### config.mk
export PLATFORM = sky130hd
export DESIGN_NAME = cgra_cfg_loader
export DESIGN_NICKNAME = d
export VERILOG_FILES = /design/src/rtl/cgra_cfg_loader.sv
export SDC_FILE = /design/constraint.sdc
export NUM_CORES = 1
export LEC_CHECK = 0
export ABC_AREA = 0
export CAP_MARGIN = 20
export CORE_UTILIZATION = 45
export DETAILED_ROUTE_END_ITERATION = 12
export GPL_TIMING_DRIVEN = 0
export MAX_ROUTING_LAYER = met4
export PLACE_DENSITY = 0.84
export SLEW_MARGIN = 30
export SYNTH_ARGS = -nofsm -noshare
export SYNTH_HDL_FRONTEND = slang
export SYNTH_SLANG_ARGS = --single-unit
### constraint.sdc
create_clock -name clk -period 3.8 [get_ports clk]
set_input_delay 0.76 -clock clk [delete_from_list [all_inputs] [get_ports clk]]
set_output_delay 0.76 -clock clk [all_outputs]
set_load 0.01 [all_outputs]
### src/rtl/cgra_cfg_loader.sv
// rtl/cgra_cfg_loader.sv - CGRA tile-column configuration frame loader
// Optional CGRA_CFG_CHECK_EN: trailing XOR check word after the last frame.

module cgra_cfg_loader #(
    parameter int FW       = 32,
    parameter int FH       = 2,
    parameter int STRB_LEN = 1
) (
    input  logic          clk,
    input  logic          rst,
    input  logic          start,
    input  logic [FW-1:0] in_data,
    input  logic          in_valid,
    output logic          in_ready,
    output logic [FW-1:0] cfg_data,
    output logic [FH-1:0] cfg_strb,
    output logic          clr,
    output logic          busy,
    output logic          done,
    output logic          err
);
    localparam int IW = (FH > 1) ? $clog2(FH) : 1;
    localparam int CW = (STRB_LEN > 1) ? $clog2(STRB_LEN) : 1;
    localparam logic [IW-1:0] IDX_LAST = IW'(FH - 1);
    localparam logic [CW-1:0] CNT_LAST = CW'(STRB_LEN - 1);

    typedef enum logic [2:0] {
        S_IDLE,
        S_LOAD,
        S_SETUP,
        S_STROBE,
        S_HOLD,
        S_CHECK,
        S_DONE
    } state_t;

    state_t        state, state_nxt;
    logic [IW-1:0] idx, idx_nxt;
    logic [CW-1:0] cnt, cnt_nxt;
    logic          hs;
    logic          launch;
    logic          in_ready_d;
    logic          clr_d;
    logic          busy_d;
    logic          done_d;
    logic [FH-1:0] cfg_strb_d;
    logic [FW-1:0] cfg_data_d;

    assign hs     = in_valid && in_ready;
    assign launch = (state == S_IDLE) && start;

`ifdef CGRA_CFG_CHECK_EN
    logic [FW-1:0] acc, acc_d;
    logic          err_d;
    logic          chk_ok;

    assign chk_ok = (in_data == acc);
`endif

    always_ff @(posedge clk or negedge rst) begin
        if (!rst) begin
            state <= S_IDLE;
            idx   <= '0;
            cnt   <= '0;
        end else begin
            state <= state_nxt;
            idx   <= idx_nxt;
            cnt   <= cnt_nxt;
        end
    end

    always_comb begin
        state_nxt = state;
        idx_nxt   = idx;
        cnt_nxt   = cnt;
        case (state)
            S_IDLE: begin
                if (start) begin
                    state_nxt = S_LOAD;
                    idx_nxt   = '0;
                end
            end
            S_LOAD: begin
                if (hs) begin
                    state_nxt = S_SETUP;
                end
            end
            S_SETUP: begin
                state_nxt = S_STROBE;
                cnt_nxt   = '0;
            end
            S_STROBE: begin
                if (cnt == CNT_LAST) begin
                    state_nxt = S_HOLD;
                end else begin
                    cnt_nxt = cnt + 1'b1;
                end
            end
            S_HOLD: begin
                if (idx != IDX_LAST) begin
                    idx_nxt   = idx + 1'b1;
                    state_nxt = S_LOAD;
                end else begin
`ifdef CGRA_CFG_CHECK_EN
                    state_nxt = S_CHECK;
`else
                    state_nxt = S_DONE;
`endif
                end
            end
`ifdef CGRA_CFG_CHECK_EN
            S_CHECK: begin
                // A bad check word abandons the load without a done pulse.
                if (hs) begin
                    state_nxt = chk_ok ? S_DONE : S_IDLE;
                end
            end
`endif
            S_DONE: begin
                state_nxt = S_IDLE;
            end
            default: begin
                state_nxt = S_IDLE;
            end
        endcase
    end

    // Outputs are decoded from the next state so every port leaves a flop.
    always_comb begin
        in_ready_d = (state_nxt == S_LOAD) || (state_nxt == S_CHECK);
        busy_d     = (state_nxt != S_IDLE) && (state_nxt != S_DONE);
        done_d     = (state_nxt == S_DONE);
        cfg_strb_d = '0;
        for (int i = 0; i < FH; i++) begin
            cfg_strb_d[i] = (state_nxt == S_STROBE) && (idx_nxt == IW'(i));
        end
        cfg_data_d = ((state == S_LOAD) && hs) ? in_data : cfg_data;
        clr_d      = clr;
        if (launch) begin
            clr_d = 1'b1;
        end
        if (state_nxt == S_DONE) begin
            clr_d = 1'b0;
        end
`ifdef CGRA_CFG_CHECK_EN
        acc_d = acc;
        err_d = err;
        if (launch) begin
            acc_d = '0;
            err_d = 1'b0;
        end else if ((state == S_LOAD) && hs) begin
            acc_d = acc ^ in_data;
        end else if ((state == S_CHECK) && hs && !chk_ok) begin
            err_d = 1'b1;
        end
`endif
    end

    always_ff @(posedge clk or negedge rst) begin
        if (!rst) begin
            in_ready <= 1'b0;
            cfg_data <= '0;
            cfg_strb <= '0;
            clr      <= 1'b0;
            busy     <= 1'b0;
            done     <= 1'b0;
`ifdef CGRA_CFG_CHECK_EN
            acc      <= '0;
            err      <= 1'b0;
`endif
        end else begin
            in_ready <= in_ready_d;
            cfg_data <= cfg_data_d;
            cfg_strb <= cfg_strb_d;
            clr      <= clr_d;
            busy     <= busy_d;
            done     <= done_d;
`ifdef CGRA_CFG_CHECK_EN
            acc      <= acc_d;
            err      <= err_d;
`endif
        end
    end

`ifndef CGRA_CFG_CHECK_EN
    assign err = 1'b0;
`endif

endmodule
==> impl_metrics.prom <==
# TYPE chip_impl_metric gauge
chip_impl_info{name="status",value="finished clean"} 1
chip_impl_metric{name="synthesis.instances",unit=""} 107
chip_impl_metric{name="synth-seq-cells",unit=""} 42
chip_impl_metric{name="via_count",unit=""} 1146
chip_impl_metric{name="ios",unit=""} 75
chip_impl_info{name="rsz0062_at_grt",value="false"} 1
chip_impl_metric{name="skew",unit="ns"} 0.007605
chip_impl_metric{name="post-cts-setup-buffer-count",unit=""} 0
chip_impl_metric{name="design.die.area",unit="um2"} 4169
chip_impl_metric{name="route.detailed.wl_per_inst",unit="um"} 15.43
chip_impl_info{name="crit_slowest_cell",value="clkdlybuf4s50_1"} 1
chip_impl_metric{name="core",unit="um2"} 3716
chip_impl_metric{name="buffer_ports.inserted",unit=""} 73
chip_impl_metric{name="first_global_vias",unit=""} 1176
chip_impl_metric{name="reg2reg_path_depth",unit=""} 6
chip_impl_info{name="min-delay-path-class",value="input pin to async pin"} 1
chip_impl_info{name="cts_tree",value="built"} 1
chip_impl_metric{name="synth_top_cell_area_share",unit=""} 0.5966
chip_impl_metric{name="grt_start_max_net_pins",unit=""} 30
chip_impl_metric{name="synth_edf_count",unit=""} 0
chip_impl_metric{name="fraction_of_registers_with_async_set_reset",unit=""} 1.000
chip_impl_metric{name="route.antenna.remaining_nets",unit=""} 0
chip_impl_metric{name="grt_antenna_before_repair",unit=""} 0
chip_impl_metric{name="dp.final_hpwl",unit="um"} 2659
chip_impl_info{name="synth.largest_area_cell",value="dfrtp_1"} 1
chip_impl_metric{name="post_synth_instance_area",unit="um2"} 1762
chip_impl_metric{name="finalWirelength",unit="um"} 3641
chip_impl_metric{name="power-per-cell-area",unit="nW/um2"} 791.1
chip_impl_metric{name="die-width",unit="um"} 64.57
chip_impl_metric{name="timing.critical_path.required",unit="ns"} 3.04
chip_impl_metric{name="drc_violations_left",unit=""} 0
chip_impl_metric{name="final_worst_slack",unit="ns"} 1.822
chip_impl_metric{name="yosysWarningCount",unit=""} 0
chip_impl_metric{name="n_antenna_cell",unit=""} 0
chip_impl_metric{name="via_count_normalized_by_instance_count",unit=""} 4.856
chip_impl_info{name="postSynth.topFlopCell",value="dfrtp_1"} 1
chip_impl_info{name="synth.most_common_cell",value="dfrtp_1"} 1
chip_impl_metric{name="maxCapViolCount",unit=""} 0
chip_impl_metric{name="cts_htree_levels",unit=""} 2
chip_impl_metric{name="cp_num_cells",unit=""} 1
chip_impl_info{name="post_synth_most_frequent_cells",value="dfrtp_1, mux2_4, nand2_1, nor2_1"} 1
chip_impl_info{name="ys_top_cells_by_area",value="dfrtp_1, mux2_4, buf_12, mux2_2, nand2_1"} 1
chip_impl_info{name="critPathLaunchType",value="flop"} 1
chip_impl_metric{name="groute.usage.overall",unit=""} 0.1932
chip_impl_metric{name="register_area",unit="um2"} 1051
chip_impl_metric{name="detailedPlace.worstSlack",unit="ns"} 1.623
chip_impl_metric{name="clock_sinks",unit=""} 42
chip_impl_metric{name="netlist-cell-type-count",unit=""} 26
chip_impl_info{name="critical_path.top_delay_family",value="buffers and inverters"} 1
chip_impl_metric{name="leakage",unit="nW"} 1.247
chip_impl_info{name="criticalPathCategory",value="flop to output pin"} 1
chip_impl_metric{name="area_delta_synth_final",unit="%"} 50.07
chip_impl_metric{name="grt_overflow",unit=""} 0
chip_impl_info{name="cp-end-kind",value="output pin"} 1
chip_impl_metric{name="vdd.ir_drop.worst",unit="mV"} 0.3380
chip_impl_metric{name="synthesized_nets",unit=""} 143
chip_impl_metric{name="synth_sequential_area_ratio",unit=""} 0.5966
chip_impl_metric{name="largest_fanout_of_any_net_on_the_critical_path",unit=""} 2
chip_impl_metric{name="max_freq",unit="MHz"} 505.5
chip_impl_metric{name="design.final.nets",unit=""} 224
chip_impl_metric{name="tritoncts.num_buffers",unit=""} 5
chip_impl_info{name="clk_root_buffer_cell",value="clkbuf_8"} 1
chip_impl_metric{name="global_placer_s_final_weighted_congestion",unit=""} 0.8218
chip_impl_metric{name="finalMaxSlewViolations",unit=""} 0
chip_impl_metric{name="initial_utilization",unit=""} 0.4741
chip_impl_metric{name="ctsHoldBuffers",unit=""} 0
chip_impl_metric{name="clock_latency",unit="ns"} 0.29
chip_impl_metric{name="final_layout_size_suffix_gt1_frac",unit=""} 0.2606
chip_impl_metric{name="cts_resized",unit=""} 0
chip_impl_metric{name="nFillCells",unit=""} 264
chip_impl_metric{name="worst-path-buf-inv",unit=""} 1
chip_impl_metric{name="final.period_utilization",unit=""} 0.5206
chip_impl_metric{name="clk_transition_reported_paths",unit="ns"} 0.08
chip_impl_metric{name="detail_route.iter0.violations",unit=""} 36
chip_impl_metric{name="setup-violations-final",unit=""} 0
chip_impl_metric{name="first_pass_iters",unit=""} 4
chip_impl_metric{name="slowest_delay",unit="ns"} 0.56
chip_impl_metric{name="cts-root-to-sink-buffers",unit=""} 2
chip_impl_metric{name="timing_hold_violations_final",unit=""} 0
chip_impl_metric{name="cp.arrival",unit="ns"} 1.22
chip_impl_metric{name="num_rows",unit=""} 22
chip_impl_metric{name="finalCriticalPeriod",unit="ns"} 1.978
chip_impl_metric{name="fp.dieH",unit="um"} 64.57
chip_impl_metric{name="post_synth.cell_area_avg",unit="um2"} 16.46
chip_impl_metric{name="footprint_of_the_multi_input_gates",unit="um2"} 623.1
chip_impl_metric{name="summed_negative_setup_slack_over_all_endpoints",unit="ns"} 0
chip_impl_metric{name="grt_pass1_wl",unit="um"} 5796
chip_impl_metric{name="worst_hold_margin",unit="ns"} 0.3643
chip_impl_info{name="worst_path_cell_trace",value="clkdlybuf4s50_1"} 1
-- flip-flops by register name, summed over array words and instances (netlist names) --
| name | count |
|---|---|
| busy | 1 |
| cfg_data | 32 |
| clr | 1 |
| done | 1 |
| in_ready | 1 |
| state | 3 |
| cfg_strb | 2 |
| idx | 1 |
-- cell usage in the layout (no fill, tap or decap), types with 2 or more instances in the layout --
cell type and n:
nand3_1 2, buf_2 2, mux2_2 3, mux2_4 29, buf_12 4, nor2_1 4, clkdlybuf4s50_1 72, clkbuf_1 2
clkbuf_8 5, o21ai_0 2, nand2_1 4, dfrtp_1 42
-- metrics by stage --
| stage | total power, mW | cell area (um2) | std cells | utilization |
|---|---|---|---|---|
| after detailed placement | 1.835 | 2567 | 229 | 0.6909 |
| after floorplan | 1.335 | 1762 | 107 | - |
| after global routing | 2.212 | 2644 | 236 | 0.7114 |
| final | 2.092 | 2644 | 236 | 0.7114 |
| after global placement | 1.798 | 2552 | 228 | 0.6869 |
| after CTS | 2.111 | 2644 | 236 | 0.7114 |
-- where the power goes --
group          internal (mW)  switching, mW  total (mW)
sequential             0.654          0.126       0.780
combinational          0.698          0.347        1.05
clock                  0.127          0.140       0.266
total                   1.48          0.613        2.09
-- path summary, 6_finish.rpt --
| check | from | endpoint | slack [ns] |
|---|---|---|---|
| max in group asynchronous | rst | cfg_data[29]$_DFFE_PN0P_ | 2.99 |
| min | rst | cfg_data[1]$_DFFE_PN0P_ | 0.36 |
| min reg2reg | cfg_data[6]$_DFFE_PN0P_ | cfg_data[6]$_DFFE_PN0P_ | 0.51 |
| min in group clk | cfg_data[6]$_DFFE_PN0P_ | cfg_data[6]$_DFFE_PN0P_ | 0.51 |
| max | cfg_data[20]$_DFFE_PN0P_ | cfg_data[20] | 1.82 |
| max reg2reg | state[2]$_DFF_PN0_ | cfg_data[30]$_DFFE_PN0P_ | 2.35 |
-- cell type report --
type	instances	area share
multi-input cells	58	0.2357
flip-flops and latches	42	0.3975
clock buffers	7	0.02887
inverters	1	0.001420
repair buffers	74	0.2821
plain buffers	6	0.03171
well taps	48	0.02272
-- kinds of logic (layout without fill, tap and decap cells) --
logic type | count (synthesis) | after routing | synth area share
other | 1 | 1 | 0.002129
and+or+nand+nor | 17 | 17 | 0.05398
AOI/OAI and AO/OA | 8 | 8 | 0.03125
buffers and inverters | 7 | 88 | 0.04971
muxes | 32 | 32 | 0.2663
DFF | 42 | 42 | 0.5966
-- metal layers --
metal	share of wire	global-route usage	routed length [um]	vias up
met2	0.49	0.3053	1781	48
met4	0.013	0.07500	46	0
met3	0.072	0.05458	261	5
met1	0.43	0.2350	1552	562
li1	-	-	-	531
met5	0	-	0	-
Power figures use the tool's default switching activity.
